File: src/rtl/calc_controller_if.sv
// Keypad-to-display bundle for the calculator sequencer.
// The slave side is the controller. The master side is the keypad/display environment.
interface calc_controller_if #(
   parameter int W = 16
) ();
   logic [3:0]   key;
   logic [W-1:0] disp_mag;
   logic         disp_neg;
   logic         disp_err;
   logic [1:0]   op_pend;
   logic         key_evt;

   modport slave (
      input  key,
      output disp_mag, disp_neg, disp_err, op_pend, key_evt
   );

   modport master (
      output key,
      input  disp_mag, disp_neg, disp_err, op_pend, key_evt
   );
endinterface

File: src/rtl/calc_controller.sv
// Calculator sequencer.
// Turns keypad scan codes into discrete key events and runs digit entry, +/-, =, repeat-= and
// CLEAR on signed operands. It drives a magnitude/sign/error triple to the display path.
module calc_controller #(
   parameter int DIGITS = 4,
   parameter int W      = 16
) (
   input  logic            CLK2MHZ,
   input  logic            rst_n,
   calc_controller_if.slave bus
);
   localparam int CW = $clog2(DIGITS + 1);
   localparam logic signed [W-1:0] MAXV  = W'(10**DIGITS - 1);
   localparam logic signed [W-1:0] NMAXV = -MAXV;

   typedef enum logic [2:0] {S_ENTRY_A, S_OP, S_ENTRY_B, S_RESULT, S_ERROR} state_t;
   typedef enum logic [1:0] {OP_NONE = 2'b00, OP_ADD = 2'b01, OP_SUB = 2'b10} op_t;

   state_t                st, st_n;
   op_t                   op, op_n, key_op;
   logic signed [W-1:0]   a, a_n, b, b_n;
   logic        [CW-1:0]  cnt, cnt_n;
   logic        [3:0]     key_q;
   logic                  evt;
   logic                  is_dig, is_op, is_eq, is_clr;
   logic signed [W-1:0]   d, a_app, b_app, r, show;
   logic                  ovf;

   // Key event detection, operand arithmetic and next-state selection
   always_comb begin
      evt    = (key_q == 4'hD) && (bus.key != 4'hD) && (bus.key != 4'hE);
      is_dig = (bus.key <= 4'd9);
      is_op  = (bus.key == 4'hA) || (bus.key == 4'hB);
      is_eq  = (bus.key == 4'hC);
      is_clr = (bus.key == 4'hF);
      key_op = (bus.key == 4'hB) ? OP_SUB : OP_ADD;
      d      = signed'({{(W-4){1'b0}}, bus.key});
      a_app  = (a <<< 3) + (a <<< 1) + d;
      b_app  = (b <<< 3) + (b <<< 1) + d;
      r      = (op == OP_SUB) ? (a - b) : (op == OP_ADD) ? (a + b) : a;
      ovf    = (r > MAXV) || (r < NMAXV);

      st_n  = st;
      a_n   = a;
      b_n   = b;
      cnt_n = cnt;
      op_n  = op;

      if (evt) begin
         if (is_clr) begin
            st_n  = S_ENTRY_A;
            a_n   = '0;
            b_n   = '0;
            cnt_n = '0;
            op_n  = OP_NONE;
         end else begin
            case (st)
               S_ENTRY_A: begin
                  if (is_dig && (cnt < CW'(DIGITS))) begin
                     a_n   = a_app;
                     cnt_n = cnt + CW'(1);
                  end else if (is_op) begin
                     op_n = key_op;
                     st_n = S_OP;
                  end
               end
               S_OP: begin
                  if (is_dig) begin
                     b_n   = d;
                     cnt_n = CW'(1);
                     st_n  = S_ENTRY_B;
                  end else if (is_op) begin
                     op_n = key_op;
                  end
               end
               S_ENTRY_B: begin
                  if (is_dig && (cnt < CW'(DIGITS))) begin
                     b_n   = b_app;
                     cnt_n = cnt + CW'(1);
                  end else if (is_op || is_eq) begin
                     if (ovf) begin
                        st_n = S_ERROR;
                     end else begin
                        a_n = r;
                        if (is_op) begin
                           op_n = key_op;
                           st_n = S_OP;
                        end else begin
                           st_n = S_RESULT;
                        end
                     end
                  end
               end
               S_RESULT: begin
                  if (is_dig) begin
                     a_n   = d;
                     cnt_n = CW'(1);
                     op_n  = OP_NONE;
                     st_n  = S_ENTRY_A;
                  end else if (is_op) begin
                     op_n = key_op;
                     st_n = S_OP;
                  end else if (is_eq) begin
                     if (ovf) st_n = S_ERROR;
                     else     a_n  = r;
                  end
               end
               default: ;
            endcase
         end
      end

      show = (st_n == S_ENTRY_B) ? b_n : a_n;
   end

   // Sequencer state, key history and registered display outputs
   always_ff @(posedge CLK2MHZ or negedge rst_n) begin
      if (!rst_n) begin
         st           <= S_ENTRY_A;
         a            <= '0;
         b            <= '0;
         cnt          <= '0;
         op           <= OP_NONE;
         key_q        <= 4'hD;
         bus.disp_mag <= '0;
         bus.disp_neg <= 1'b0;
         bus.disp_err <= 1'b0;
         bus.op_pend  <= 2'b00;
         bus.key_evt  <= 1'b0;
      end else begin
         st          <= st_n;
         a           <= a_n;
         b           <= b_n;
         cnt         <= cnt_n;
         op          <= op_n;
         key_q       <= bus.key;
         bus.key_evt <= evt;
         bus.op_pend <= op_n;
         if (st_n == S_ERROR) begin
            bus.disp_err <= 1'b1;
            bus.disp_neg <= 1'b0;
            bus.disp_mag <= '0;
         end else begin
            bus.disp_err <= 1'b0;
            bus.disp_neg <= show[W-1];
            bus.disp_mag <= show[W-1] ? unsigned'(-show) : unsigned'(show);
         end
      end
   end
endmodule

File: src/flat_wrapper.sv
// flat-port wrapper written by rule: the top's interface ports become plain ports
module calc_controller_flat 
#(
   parameter int DIGITS = 4,
   parameter int W      = 16
)
  (CLK2MHZ, rst_n, bus_key, bus_disp_mag, bus_disp_neg, bus_disp_err, bus_op_pend, bus_key_evt);
  calc_controller_if #(.W(W)) bus_i ();
  input  logic CLK2MHZ;
  input  logic rst_n;
  input wire logic [$bits(bus_i.key)-1:0] bus_key;
  output wire logic [$bits(bus_i.disp_mag)-1:0] bus_disp_mag;
  output wire logic [$bits(bus_i.disp_neg)-1:0] bus_disp_neg;
  output wire logic [$bits(bus_i.disp_err)-1:0] bus_disp_err;
  output wire logic [$bits(bus_i.op_pend)-1:0] bus_op_pend;
  output wire logic [$bits(bus_i.key_evt)-1:0] bus_key_evt;
  assign bus_i.key = bus_key;
  assign bus_disp_mag = bus_i.disp_mag;
  assign bus_disp_neg = bus_i.disp_neg;
  assign bus_disp_err = bus_i.disp_err;
  assign bus_op_pend = bus_i.op_pend;
  assign bus_key_evt = bus_i.key_evt;
  calc_controller #(.DIGITS(DIGITS), .W(W)) u_core (.CLK2MHZ(CLK2MHZ), .rst_n(rst_n), .bus(bus_i));
endmodule
File: config.mk
export PLATFORM = sky130hd
export DESIGN_NAME = calc_controller_flat
export DESIGN_NICKNAME = d
export VERILOG_FILES = /design/src/rtl/calc_controller_if.sv /design/src/rtl/calc_controller.sv /design/src/flat_wrapper.sv
export SDC_FILE = /design/constraint.sdc
export NUM_CORES = 1
export LEC_CHECK = 0
export CELL_PAD_IN_SITES_DETAIL_PLACEMENT = 0
export CELL_PAD_IN_SITES_GLOBAL_PLACEMENT = 1
export CORE_ASPECT_RATIO = 2
export CORE_MARGIN = 5
export CORE_UTILIZATION = 37
export CTS_BUF_LIST = sky130_fd_sc_hd__clkbuf_16
export DETAILED_ROUTE_END_ITERATION = 10
export GPL_TIMING_DRIVEN = 0
export PLACE_DENSITY_LB_ADDON = 0.08
export REMOVE_ABC_BUFFERS = 1
export SLEW_MARGIN = 20
export SYNTH_ARGS = -nofsm -noshare
export SYNTH_HDL_FRONTEND = slang
export SYNTH_SLANG_ARGS = --single-unit
File: constraint.sdc
create_clock -name CLK2MHZ -period 4.6 [get_ports CLK2MHZ]
set_input_delay 0.92 -clock CLK2MHZ [delete_from_list [all_inputs] [get_ports CLK2MHZ]]
set_output_delay 0.92 -clock CLK2MHZ [all_outputs]
set_load 0.02 [all_outputs]
Word-level counts from Yosys, hierarchy flattened
Cells that the tools add are included.
{"block": "totals", "elab_cells": 106, "ff_bits": 63, "out_inout_bits": 21}
{"block": "classes", "order_cmp": 4, "n_addsub": 8, "n_mux": 50, "eq_ne": 21, "n_reduce_logical": 13}
{"cell": "$mux W16", "n": 18}
{"cell": "$add A16 B16 Y16", "n": 3}
{"cell": "$pmux W16 S3", "n": 1}
{"cell": "$mux W3", "n": 15}
{"cell": "$add A16 B5 Y16", "n": 2}
{"cell": "$pmux W16 S2", "n": 1}
{"cell": "$eq A4 B4 Y1 const B", "n": 5}
{"cell": "$mux W2", "n": 10}
{"cell": "$gt A16 B15 Y1 const B", "n": 1}
{"cell": "$lt A16 B15 Y1 const B", "n": 1}
{"cell": "$neg A16 Y16", "n": 1}
{"cell": "$sub A16 B16 Y16", "n": 1}
{"cell": "$pmux W3 S4", "n": 1}
{"cell": "$eq A3 B2 Y1 const B", "n": 3}
{"cell": "$ne A3 B1 Y1 const B", "n": 3}
{"cell": "$ne A3 B2 Y1 const B", "n": 3}
{"cell": "$ne A4 B4 Y1 const B", "n": 2}
{"cell": "$pmux W2 S4", "n": 1}
{"cell": "$reduce_and A7 Y1", "n": 1}
{"cell": "$pmux W3 S2", "n": 1}
{"cell": "$reduce_bool A5 Y1", "n": 1}
{"cell": "$le A4 B4 Y1 const B", "n": 1}
{"cell": "$reduce_and A4 Y1", "n": 1}
{"cell": "$reduce_or A2 Y1", "n": 2}
{"cell": "other kinds (12)", "n": 17}

Logic depth before layout (Yosys ltp)
Gate-level depths: netlist of run 1.
{"block": "logic_depth", "word_depth": 17, "mapped_depth": 22, "ltp_nobuf": 20}

Worst setup path before layout of run 1
OpenSTA, ideal clock, no wires.
{"block": "synth_path", "kind": "reg2reg", "startpoint": "register u_core.a[0]", "endpoint": "register u_core.bus.disp_mag[8]", "arrival_time_ns": 4.831, "slack_ns": -0.353, "required_time_ns": 4.478, "stages_incl_launch_ff": 23, "cell_sequence": "dfrtp_1 -> inv_1 -> ha_1 -> inv_1 -> fa_1 -> a211oi_1 -> o211ai_1 -> a31o_2 -> a21oi_1 -> o211a_1 -> o31ai_1 -> or4b_1 -> buf_2 -> nand3_2 -> buf_6 -> a31o_4 -> a21oi_4 -> o41ai_2 -> ha_1 -> o2111ai_2 -> o31ai_1 -> xnor2_1 -> nor2_1"}
{"block": "synth_via", "elab_chain_cells": 17, "elab_cells_between_ends": 35, "cone_classes": "add/sub (5); order compare (2); eq/ne (2); mux (25); reduce/logical (1)"}
{"element": "start: declaration", "line_no": "calc_controller.sv:21", "source": "logic signed [W-1:0] a, a_n, b, b_n;"}
{"element": "start signal: assignment", "line_no": "calc_controller.sv:132", "source": "a <= a_n;"}
{"element": "$add A16 B16 Y16", "line_no": "calc_controller.sv:40", "source": "r = (op == OP_SUB) ? (a - b) : (op == OP_ADD) ? (a + b) : a;"}
{"element": "$mux W16 (2 in a row)", "line_no": "calc_controller.sv:40"}
{"element": "$gt A16 B15 Y1 / $lt A16 B15 Y1 (equally long branches)", "line_no": "calc_controller.sv:41", "source": "ovf = (r > MAXV) || (r < NMAXV);"}
{"element": "$logic_or A1 B1 Y1", "line_no": "calc_controller.sv:41"}
{"element": "$mux W3", "line_no": "calc_controller.sv:104", "source": "if (ovf) st_n = S_ERROR;"}
{"element": "$mux W3", "line_no": "calc_controller.sv:103", "source": "end else if (is_eq) begin"}
{"element": "$mux W3", "line_no": "calc_controller.sv:100", "source": "end else if (is_op) begin"}
{"element": "$mux W3", "line_no": "calc_controller.sv:95", "source": "if (is_dig) begin"}
{"element": "$pmux W3 S4", "line_no": "calc_controller.sv:57", "source": "case (st)"}
{"element": "$mux W3", "line_no": "calc_controller.sv:50", "source": "if (is_clr) begin"}
{"element": "$mux W3", "line_no": "calc_controller.sv:49", "source": "if (evt) begin"}
{"element": "$eq A3 B2 Y1", "line_no": "calc_controller.sv:113", "source": "show = (st_n == S_ENTRY_B) ? b_n : a_n;"}
{"element": "$mux W16", "line_no": "calc_controller.sv:113"}
{"element": "$neg A16 Y16", "line_no": "calc_controller.sv:146", "source": "bus.disp_mag <= show[W-1] ? unsigned'(-show) : unsigned'(show);"}
{"element": "$mux W16", "line_no": "calc_controller.sv:146"}
{"element": "$mux W16 (*)", "line_no": "calc_controller.sv:139", "source": "if (st_n == S_ERROR) begin"}
{"element": "end signal: assignment", "line_no": "calc_controller.sv:146"}
{"element": "end: declaration", "line_no": "calc_controller_if.sv:15", "source": "output disp_mag, disp_neg, disp_err, op_pend, key_evt"}
Mark *: on every way between the ends. The rest lies on a longest branch, timed or not.
A chain may end at the register's enable or synchronous reset.

Final worst setup path of run 1
{"block": "layout_path", "startpoint": "register u_core.b[0]", "endpoint": "register u_core.bus.disp_mag[12]"}
{"block": "layout_via", "elab_chain_cells": 17, "elab_cells_between_ends": 39, "cone_classes": "add/sub (5); order compare (2); eq/ne (2); mux (29); reduce/logical (1)"}
{"element": "start: declaration", "line_no": "calc_controller.sv:21"}
{"element": "start signal: assignment", "line_no": "calc_controller.sv:133", "source": "b <= b_n;"}
{"element": "$add A16 B16 Y16", "line_no": "calc_controller.sv:40"}
{"element": "$mux W16 (2 in a row)", "line_no": "calc_controller.sv:40"}
{"element": "$gt A16 B15 Y1 / $lt A16 B15 Y1 (equally long branches)", "line_no": "calc_controller.sv:41"}
{"element": "$logic_or A1 B1 Y1", "line_no": "calc_controller.sv:41"}
{"element": "$mux W3", "line_no": "calc_controller.sv:104"}
{"element": "$mux W3", "line_no": "calc_controller.sv:103"}
{"element": "$mux W3", "line_no": "calc_controller.sv:100"}
{"element": "$mux W3", "line_no": "calc_controller.sv:95"}
{"element": "$pmux W3 S4", "line_no": "calc_controller.sv:57"}
{"element": "$mux W3", "line_no": "calc_controller.sv:50"}
{"element": "$mux W3", "line_no": "calc_controller.sv:49"}
{"element": "$eq A3 B2 Y1", "line_no": "calc_controller.sv:113"}
{"element": "$mux W16", "line_no": "calc_controller.sv:113"}
{"element": "$neg A16 Y16", "line_no": "calc_controller.sv:146"}
{"element": "$mux W16", "line_no": "calc_controller.sv:146"}
{"element": "$mux W16 (*)", "line_no": "calc_controller.sv:139"}
Marked as above.

==> run summary, run 1 <==
Pin count of the biggest net entering global routing: 45
Clock Sinks: 63
Fraction of layout cells with a size suffix above 1: 27.4%
Port Buffers: 26
CTS H-Tree Depth: 3
#FFs+latches synth: 63
Async SR Flop Fraction: 100%
Status: finished, violations left
# diodes: 0
Root Buffer: clkbuf_16
Actual slew at the worst max-slew pin: 1.09 ns
Mean Syn Cell Area: 7.89 um^2
Mapped cell area: 0.00796 mm^2
Total gr overflow: 0
Final worst-path cycle share: 113%
GR Layer Usage met1: 27.0%
Met3 Usage GRT: 2.48%
Total Routed Length: 33.5 mm
Largest area contributor in the netlist: dfrtp_1
VDD IR max: 0.262 mV
Met2 global-route usage: 50.2%
EDFF count, synth: 0
Fin nets: 1173
Crit. Startpoint: u_core.b[0]
Effective utilization at floorplan: 37.2%
Area of the core: 0.0214 mm^2
YS warnings: 0
Die W: 114 um
Critical Path Start Type: flop
Normalized max-slew margin: 27.6%
Post-synth top cells: nand2_1 (92), nor2_1 (88), ha_1 (84)
Minimum clock period: 5.19 ns
Die ar.: 0.0247 mm^2
Via density: 6.21
IO Pins: 27
Register share of total power: 15.3%
Reg2reg setup slack: -0.59 ns
Clock latency on the worst-skew pair: 0.35 ns
CP endpoint kind: flop
NetSw: 3.26 mW
Crit Reg-Reg Startpoint: u_core.b[0]
FILL cells: 2169
Worst Path Required: 4.83 ns
Main area contributors after synthesis: dfrtp_1 (19%), ha_1 (13%), nand2_1 (4.3%), a21oi_1 (4.3%), nor2_1 (4.2%)
Post-route ant nets: 0
P_int: 3.27 mW
Fmax: 193 MHz
Synth Flop Type: dfrtp_1
Sequential fraction of the synthesis area: 19.9%
Global-route wire length before repair: 50.3 mm
Worst Path Max Fanout: 6
Cell with the most instances after synthesis: nand2_1
PnR Total Power: 6.52 mW
Final Setup Violations: 17
CTS clk-pin slew, worst paths: 0.06 ns
Syn Inst Count: 1008
PD cells: 629 mW/mm^2
DR pass1 iterations: 5
Worst reg2reg path endpoint: u_core.bus.disp_mag[12]
# DRC: 0
GRT Util Overall: 26.6%
Leak: 4.43 nW
Crit path DAT: 5.43 ns
Vias in the first global route: 8656
Area of the multi-input gates: 0.00687 mm^2
Max-slew violations: 0
FF/Latch Area: 0.00161 mm^2
Skew final: 0.0121 ns
Failing checks: setup timing
RSZ-0062 raised after global routing: yes
Setup CP Type: flop to flop
Fin. Hold Viols: 0
Final WS setup: -0.591 ns
Yosys top cell area share: 18.9%
Detailed placer's ending HPWL: 24.7 mm
CTS tree: yes
Worst hold slack: 0.446 ns
Worst Setup EP: u_core.bus.disp_mag[12]
Worst Reg2Reg Path Length in Cells: 23
Clk pwr share: 11.8%
Area grow syn2layout: 30.3%
Cell Rows: 76
Num CTS Buffers: 9
Worst Hold Class: primary input to asynchronous set/reset pin
Yosys cell types: 100
Comb pwr share: 72.9%
Maximum buffer depth of the clock tree: 2
Vias: 8421
Maxcap violations: 0
Die H: 217 um
Net Sw Frac: 49.9%
Detailed Route Iter0 Violations: 483
DR WL/cell: 24.7 um
GR peak layer: met2
Initial antenna violation count: 0
Routability congestion estimate: 0.938
==> placed cells by master, fill, tap and decap left out, drive strengths merged, types with 8 or more instances in the layout <==
cell / n
nand2b: 16
o31ai: 13
clkbuf: 9
a21oi: 69
nor3: 27
xor2: 8
o41ai: 8
buf: 84
nand4: 8
nor2: 90
clkdlybuf4s50: 21
xnor2: 23
nor2b: 14
nand3: 33
dfrtp: 60
ha: 84
o21ai: 77
inv: 58
o22ai: 9
or3: 17
a211oi: 13
a22oi: 11
nand2: 92
o211ai: 14
a31oi: 20
or2: 8
mux2i: 8
a22o: 12
a21o: 18
==> power by group through the flow <==
stage / registers (mW) / logic (mW) / clock network (mW)
final: 0.999 / 4.75 / 0.769
after global routing: 1.02 / 5.10 / 0.800
after CTS: 0.993 / 4.31 / 0.780
after detailed placement: 0.994 / 3.53 / 0
after global placement: 0.993 / 3.51 / 0
after floorplan: 0.962 / 2.42 / 0
==> worst max-delay path: stages, from the launching register on <==
cell       delay (ns)
dfrtp_2          0.50
ha_4             0.18
inv_2            0.04
fa_2             0.43
a211oi_4         0.35
o211ai_1         0.20
a31o_2           0.28
a21oi_2          0.14
o211a_4          0.24
a41oi_4          0.06
a311oi_2         0.29
buf_4            0.19
buf_6            0.11
o211ai_1         0.07
buf_4            0.19
nand2_1          0.17
nor2_2           0.09
o41ai_4          0.33
buf_4            0.20
ha_4             0.15
o2111ai_4        0.21
o41ai_4          0.43
xnor2_2          0.16
nor2_2           0.04
==> metal layers <==
layer / vias up / routed length (um)
met3: 122 / 1040
met2: 267 / 18100
met1: 4116 / 11800
met4: 0 / 2570
met5: - / 0
li1: 3916 / -
==> kinds of logic after synthesis <==
family | after synthesis | synth area share, %
muxes | 14 | 1.90
buffers and inverters | 110 | 5.73
adders and majority gates | 91 | 14.8
DFF | 63 | 19.9
and+or+nand+nor | 348 | 22.0
AOI/OAI and AO/OA | 351 | 32.3
xor gates and xnor gates | 31 | 3.41
==> final cells by class <==
type	instances	area share, %
clock buffer	9	2.17
clock inverter	7	0.917
inverter	59	2.21
multi-input combinational	836	66.2
sequential	63	15.5
tap	273	3.29
timing repair buffer	108	9.68
==> sequential cells by signal, indices dropped and copies added, names as in the netlist <==
name	flops
u_core.bus.disp_mag	16
u_core.key_q	4
u_core.bus.disp_neg	1
u_core.bus.key_evt	1
u_core.bus.disp_err	1
u_core.st	3
u_core.bus.op_pend	2
u_core.a	16
u_core.cnt	3
u_core.b	16
==> worst min path at each step <==
stage	from	endpoint	slack [ns]	cells after the start
after floorplan	u_core.cnt[1]	u_core.cnt[1]	0.47	1
after global placement	u_core.cnt[1]	u_core.cnt[1]	0.48	1
after detailed placement	u_core.cnt[1]	u_core.cnt[1]	0.49	1
after CTS	rst_n	u_core.bus.disp_mag[1]	0.45	1
after global routing	rst_n	u_core.bus.disp_mag[1]	0.47	1
final	rst_n	u_core.bus.disp_mag[1]	0.45	1
==> through the flow <==
step,instance area (um^2),worst slack (ns),cells,TNS (ns),util (%)
2_1_floorplan,7720,-1.01,957,-13.10,-
4_1_cts,9820,-0.543,1334,-6.57,45.9
6_report,10400,-0.591,1355,-7.10,48.5
3_3_place_gp,8320,-4.86,1256,-145.49,38.9
3_5_place_dp,8420,-2.21,1261,-44.99,39.4
5_1_grt,10400,-0.745,1355,-10.15,48.5
==> what timing repair did <==
| action | in CTS | in global routing |
|---|---|---|
| hold buffers | 0 | 0 |
| endpoints found under the setup margin | 43 | 17 |
| pin swaps | 40 | 43 |
| gates cloned | 1 | 0 |
| resized for setup | 148 | 77 |
| buffers inserted | 56 | 25 |
Note: power is estimated with default switching activity, not from simulation.
==> run 2: changes to the inputs <==
--- a/config.mk
+++ b/config.mk
@@ -5,12 +5,13 @@
 export SDC_FILE = /design/constraint.sdc
 export NUM_CORES = 1
 export LEC_CHECK = 0
+export CAP_MARGIN = 10
 export CELL_PAD_IN_SITES_DETAIL_PLACEMENT = 0
 export CELL_PAD_IN_SITES_GLOBAL_PLACEMENT = 1
 export CORE_ASPECT_RATIO = 2
 export CORE_MARGIN = 5
 export CORE_UTILIZATION = 37
-export CTS_BUF_LIST = sky130_fd_sc_hd__clkbuf_16
+export CTS_BUF_LIST = sky130_fd_sc_hd__clkbuf_2
 export DETAILED_ROUTE_END_ITERATION = 10
 export GPL_TIMING_DRIVEN = 0
 export PLACE_DENSITY_LB_ADDON = 0.08
==> run 2 against run 1 <==
Net effect: the run still ends with setup timing left; cell count is 2.1% higher; global-route usage increased by 0.52 points; sequential cell count unchanged; register-to-register slack worse by 0.03 ns; clock power down 42%; sequential power shrank 2.8%; sequential share of layout area increased by 0.12 points; utilization is 0.13 points lower.
==> run summary, run 2 (synthesis gave the netlist of run 1 again) <==
Post-route ant nets: 0 (unchanged)
Skew final: 0.0537 ns (+0.0416 ns)
Detailed Route Iter0 Violations: 575 (+19%)
Worst Path Max Fanout: 8 (+2)
Via density: 6.19 (-0.34%)
Max-slew violations: 0 (unchanged)
Area grow syn2layout: 30.0%
Die H: 217 um (unchanged)
DR pass1 iterations: 6 (+1)
Area of the multi-input gates: 0.00681 mm^2 (-0.87%)
Clk pwr share: 7.2% (-4.6 points)
Setup CP Type: flop to flop
Worst Reg2Reg Path Length in Cells: 19 (-17%)
Maximum buffer depth of the clock tree: 2 (unchanged)
CTS H-Tree Depth: 3 (unchanged)
Root Buffer: clkbuf_2
CP most frequent cell: a21oi_2
Global-route wire length before repair: 50.9 mm (+1.3%)
Reg2reg setup slack: -0.62 ns (-0.03 ns)
GRT Util Overall: 27.1% (+0.52 points)
# DRC: 0 (unchanged)
Fin nets: 1200 (+2.3%)
Leak: 4.48 nW (+1.3%)
Minimum clock period: 5.22 ns (+0.0329 ns)
Effective utilization at floorplan: 37.2% (unchanged)
Initial antenna violation count: 1 (+1)
CTS tree: yes
Clock latency on the worst-skew pair: 0.62 ns (+0.27 ns)
FILL cells: 2172 (+0.14%)
Final design area excluding fillers: 0.0103 mm^2 (-0.28%)
Actual slew at the worst max-slew pin: 1.05 ns (-0.0311 ns)
Die W: 114 um (unchanged)
Total gr overflow: 0 (unchanged)
Pin count of the biggest net entering global routing: 45 (unchanged)
Setup TNS: -7.69 ns (-0.594 ns)
Final Setup Violations: 18 (+1)
Cell Rows: 76 (unchanged)
Net Sw Frac: 52.3% (+2.4 points)
Worst path max stage delay: 0.58 ns (+0.08 ns)
Vias in the first global route: 8687 (+0.36%)
Commonest non-fill, non-tap cell in the layout: nand2_1
Num CTS Buffers: 9 (unchanged)
RSZ-0062 raised after global routing: yes
Clock Sinks: 63 (unchanged)
Fraction of layout cells with a size suffix above 1: 29.3% (+1.9 points)
CTS clk-pin slew, worst paths: 0.25 ns (+0.19 ns)
Leading cell types in the layout, fill and taps excluded: nand2_1 (87), nor2_1 (83), buf_4 (83)
Die ar.: 0.0247 mm^2 (unchanged)
Crit Reg-Reg Startpoint: u_core.b[1]
Critical Path Start Type: flop
CP cell instances: clkinvlp_4 > buf_4 > fa_2 > a211oi_4 > o211ai_1 > a31o_2 > a21oi_2 > o211a_4 > o31ai_4 > or4b_4 > nand3_4 > buf_4 > a21oi_2 > o221ai_4 > or4b_4 > o31ai_4 > and2b_2 > a21oi_2 > mux2_4
Register share of total power: 15.7% (+0.4 points)
NetSw: 3.24 mW (-0.51%)
Total Routed Length: 34.3 mm (+2.3%)
FF/Latch Area: 0.00162 mm^2 (+0.47%)
Area of the core: 0.0214 mm^2 (unchanged)
Status: finished, violations left
Worst Hold Class: primary input to asynchronous set/reset pin
Post-route insts no fill: 1383 (+2.1%)
P_int: 2.96 mW (-9.4%)
Port Buffers: 26 (unchanged)
Vias: 8566 (+1.7%)
Failing checks: setup timing
Fin. Hold Viols: 0 (unchanged)
Worst reg2reg path endpoint: u_core.bus.disp_mag[11]
Post-DP Area: 0.00842 mm^2 (unchanged)
Detailed placer's ending HPWL: 24.7 mm (unchanged)
Crit-path slowest cell: or4b_4
IO Pins: 27 (unchanged)
Final worst-path cycle share: 114% (+0.72 points)
CP endpoint kind: flop
Placed cell count: 1261 (unchanged)
Comb pwr share: 77.1% (+4.2 points)
Final WS setup: -0.624 ns (-0.0329 ns)
Maxcap violations: 0 (unchanged)
Crit path DAT: 5.72 ns (+0.29 ns)
Routability congestion estimate: 0.938 (unchanged)
VDD IR max: 0.282 mV (+7.9%)
Fmax: 191 MHz (-0.63%)
Largest registers: u_core.a x16, u_core.b x16, u_core.bus.disp_mag x16
Normalized max-slew margin: 29.7% (+2.1 points)
DR WL/cell: 24.8 um (+0.19%)
Worst Path Required: 5.10 ns (+0.27 ns)
PD cells: 599 mW/mm^2 (-4.7%)
-- run 2: power groups by stage --
stage | combinational (mW) | clock (mW) | sequential (mW)
2_1_floorplan | 2.42 | 0 | 0.962
3_3_place_gp | 3.51 | 0 | 0.993
3_5_place_dp | 3.53 | 0 | 0.994
4_1_cts | 4.39 | 0.451 | 0.972
5_1_grt | 5.11 | 0.473 | 0.987
6_report | 4.78 | 0.447 | 0.971
-- run 2: worst max-delay path by stage --
stage | end | depth (start not counted) | start
2_1_floorplan | u_core.bus.disp_mag[14] | 15 | u_core.bus.op_pend[0]
3_3_place_gp | u_core.bus.disp_mag[14] | 13 | bus_key[3]
3_5_place_dp | u_core.bus.disp_mag[8] | 18 | u_core.b[1]
4_1_cts | u_core.bus.disp_mag[11] | 18 | u_core.b[0]
5_1_grt | u_core.bus.disp_mag[10] | 22 | u_core.b[1]
6_report | u_core.bus.disp_mag[11] | 19 | u_core.b[1]
-- run 2: final cells by class --
class | instances | area share (%)
repair buffers | 134 | 11.7
well taps | 273 | 3.30
multi-input cells | 837 | 65.8
clock buffers | 9 | 0.436
clock inverters | 7 | 0.920
diodes | 1 | 0.0242
inverters | 59 | 2.21
flip-flops and latches | 63 | 15.6
-- run 2: timing repair --
item	in CTS	in global routing
setup buffers	64	42
resized for setup	137	77
endpoints found under the setup margin	39	22
hold buffers	0	0
pin swaps	42	48
cloned	2	0
-- run 2: critical path, delay by kind of cell (launching register included) --
| kind | cells | cell delay (ns) |
|---|---|---|
| adders and majority gates | 1 | 0.43 |
| muxes | 1 | 0.29 |
| buffers and inverters | 3 | 0.43 |
| AOI/OAI and AO/OA | 10 | 1.99 |
| and+or+nand+nor | 4 | 1.48 |
| DFF | 1 | 0.50 |
-- run 2: per-layer routing --
layer	GRT usage (%)	share of wire, %
met1	27.2	35
met2	50.0	53
met3	2.28	2.6
met4	21.1	9.2
met5	0	0
-- run 2: through the flow --
stage / worst slack, ns / hold WS, ns / total power [mW] / util [%]
floorplan: -1.01 / 0.467 / 3.38 / -
global placement: -4.86 / 0.476 / 4.51 / 38.9
detailed placement: -2.21 / 0.494 / 4.52 / 39.4
CTS: -0.593 / 0.110 / 5.81 / 45.4
global route: -0.756 / 0.127 / 6.57 / 48.3
finish: -0.624 / 0.134 / 6.20 / 48.3
==> run 3: changes to the inputs <==
--- a/config.mk
+++ b/config.mk
@@ -5,12 +5,11 @@
 export SDC_FILE = /design/constraint.sdc
 export NUM_CORES = 1
 export LEC_CHECK = 0
-export CAP_MARGIN = 10
 export CELL_PAD_IN_SITES_DETAIL_PLACEMENT = 0
 export CELL_PAD_IN_SITES_GLOBAL_PLACEMENT = 1
 export CORE_ASPECT_RATIO = 2
 export CORE_MARGIN = 5
-export CORE_UTILIZATION = 37
+export CORE_UTILIZATION = 44
 export CTS_BUF_LIST = sky130_fd_sc_hd__clkbuf_2
 export DETAILED_ROUTE_END_ITERATION = 10
 export GPL_TIMING_DRIVEN = 0
==> run 3 against run 2 <==
Net effect: the flow still finishes with violations (setup timing); total power fell by 4.1%; clock power fell by 37%; non-clock buffer count fell by 10; combinational power fell by 1%; die area fell by 15%; fmax rose by 1.7%; via count rose by 0.19%; critical endpoint unchanged; final area fell by 2.5%; cell count fell by 5.2%.
==> run summary, run 3 (synthesis gave the netlist of run 1 again) <==
Status: finished, violations left
Failing checks: setup timing
CTS H-Tree Depth: 3 (unchanged)
Root Buffer: clkbuf_2
Crit path DAT: 5.55 ns (-0.17 ns)
Skew final: 0.0316 ns (-0.0221 ns)
Detailed placer's ending HPWL: 22.9 mm (-7.6%)
Area grow syn2layout: 26.7%
Total Routed Length: 31.9 mm (-7.1%)
Largest registers: u_core.a x16, u_core.b x16, u_core.bus.disp_mag x16
Routability congestion estimate: 0.939 (about the same)
Maximum buffer depth of the clock tree: 2 (unchanged)
GR peak layer: met2
Port Buffers: 26 (unchanged)
Fin nets: 1189 (-0.92%)
Final WS setup: -0.538 ns (+0.0860 ns)
Vias in the first global route: 8858 (+2.0%)
Leading cell types in the layout, fill and taps excluded: nand2_1 (88), nor2_1 (84), buf_4 (84)
Leak: 4.38 nW (-2.3%)
Max-slew violations: 0 (unchanged)
Die ar.: 0.0210 mm^2 (-15%)
FF/Latch Area: 0.00162 mm^2 (+0.31%)
CTS tree: yes
Pin count of the biggest net entering global routing: 54 (+20%)
Worst Path Max Fanout: 19 (+11)
Setup CP Type: flop to flop
Fraction of layout cells with a size suffix above 1: 28.1% (-1.2 points)
Initial antenna violation count: 1 (unchanged)
Normalized max-slew margin: 34.3% (+4.6 points)
Total gr overflow: 0 (unchanged)
Worst Hold Class: primary input to asynchronous set/reset pin
Maxcap violations: 0 (unchanged)
Minimum clock period: 5.14 ns (-0.0860 ns)
Effective utilization at floorplan: 44.7% (+7.5 points)
Fin. Hold Viols: 0 (unchanged)
Area of the core: 0.0178 mm^2 (-17%)
Met2 global-route usage: 54.1% (+4.1 points)
Final Setup Violations: 16 (-2)
Fmax: 195 MHz (+1.7%)
Detailed Route Iter0 Violations: 632 (+9.9%)
DR WL/cell: 24.3 um (-2.0%)
RSZ-0062 raised after global routing: yes
Clock Sinks: 63 (unchanged)
Global-route wire length before repair: 49.3 mm (-3.2%)
Met3 Usage GRT: 3.29% (+1.0 points)
Worst Path Required: 5.01 ns (-0.09 ns)
Final worst-path cycle share: 112% (-1.9 points)
DR pass1 iterations: 5 (-1)
Num CTS Buffers: 9 (unchanged)
PnR Total Power: 5.94 mW (-4.1%)
Worst hold slack: 0.194 ns (+0.0598 ns)
PD cells: 590 mW/mm^2 (-1.6%)
Cell Rows: 69 (-9.2%)
Cts hold-fix bufs: 0 (unchanged)
CP endpoint kind: flop
Post-route ant nets: 0 (unchanged)
Area of the multi-input gates: 0.00679 mm^2 (-0.18%)
Vias: 8582 (+0.19%)
VDD IR max: 0.355 mV (+26%)
GRT Util Overall: 29.5% (+2.5 points)
# DRC: 0 (unchanged)
Commonest non-fill, non-tap cell in the layout: nand2_1
IO Pins: 27 (unchanged)
Critical Path Start Type: flop
FILL cells: 1715 (-21%)
Clock latency on the worst-skew pair: 0.52 ns (-0.10 ns)
GR Layer Usage met1: 30.5% (+3.3 points)
Via density: 6.55 (+5.7%)
Die H: 200 um (-7.9%)
Final core utilization: 56.7% (+8.4 points)
Actual slew at the worst max-slew pin: 0.978 ns (-0.0766 ns)
Die W: 105 um (-7.6%)
CTS clk-pin slew, worst paths: 0.21 ns (-0.04 ns)
run 3: cell types whose count changed in the layout (fill, tap and decap cells not counted), sizes merged, moves of 2 or more:
| cell | previous run | this run |
|---|---|---|
| clkbuf | 11 | 9 |
| buf | 108 | 100 |
| bufinv | 2 | 0 |
| o21ai | 78 | 76 |
run 3: final timing paths:
| check | slack (ns) | depth (start not counted) | startpoint | end |
|---|---|---|---|---|
| worst max-delay path | -0.54 | 20 | u_core.bus.op_pend[0] | u_core.bus.disp_mag[11] |
| worst min-delay path | 0.19 | 1 | rst_n | u_core.bus.op_pend[0] |
| worst max register to register | -0.54 | 20 | u_core.bus.op_pend[0] | u_core.bus.disp_mag[11] |
| worst min register to register | 0.52 | 1 | u_core.cnt[1] | u_core.cnt[1] |
| max in group asynchronous | 3.83 | 2 | rst_n | u_core.b[9] |
| min in group CLK2MHZ | 0.52 | 1 | u_core.cnt[1] | u_core.cnt[1] |
run 3: power by group:
group          leakage (nW)  switching, mW  internal [mW]
sequential            0.771          0.209          0.724
combinational          3.56           2.67           2.07
clock                0.0501          0.220         0.0609
run 3: what timing repair did:
item                       in CTS  in global routing
setup buffers                  66                 30
setup endpoints to repair      39                 18
cloned                          1                  1
gates resized for setup       161                 49
pin swaps                      48                 28
run 3: metal layers:
metal  vias up  wire [um]
li1       3950          -
met3       140       1490
met5         -          0
met4         0       2540
met1      4151      10900
met2       341      16900
run 3: per-stage QoR:
stage	setup TNS, ns	instances	worst slack, ns	instance area, um^2
6_report	-4.69	1311	-0.538	10100
5_1_grt	-6.96	1311	-0.631	10100
4_1_cts	-3.82	1280	-0.452	9600
3_5_place_dp	-50.81	1198	-2.37	8310
3_3_place_gp	-122.64	1196	-4.34	8250
2_1_floorplan	-13.10	957	-1.01	7720
run 3: critical path, stage by stage, from the launching register on:
cell	delay, ns
dfrtp_4	0.69
nor2b_4	0.47
nand3_1	0.18
o21ai_0	0.31
o22ai_1	0.15
a221oi_2	0.25
buf_4	0.18
a41oi_2	0.10
a311oi_2	0.26
buf_4	0.18
o21ai_4	0.07
buf_12	0.14
buf_12	0.12
a31oi_4	0.21
a21oi_4	0.14
buf_6	0.16
or4b_4	0.52
o31ai_4	0.28
and2b_1	0.24
a21oi_2	0.09
mux2_4	0.29
run 3: area by class of cell:
| type | count | area share, % |
|---|---|---|
| multi-input cells | 836 | 67.4 |
| flip-flops and latches | 63 | 16.1 |
| repair buffers | 124 | 10.9 |
| well taps | 213 | 2.64 |
| inverters | 59 | 2.27 |
| clock buffers | 9 | 0.447 |
| clock inverters | 6 | 0.285 |
| diodes | 1 | 0.0248 |
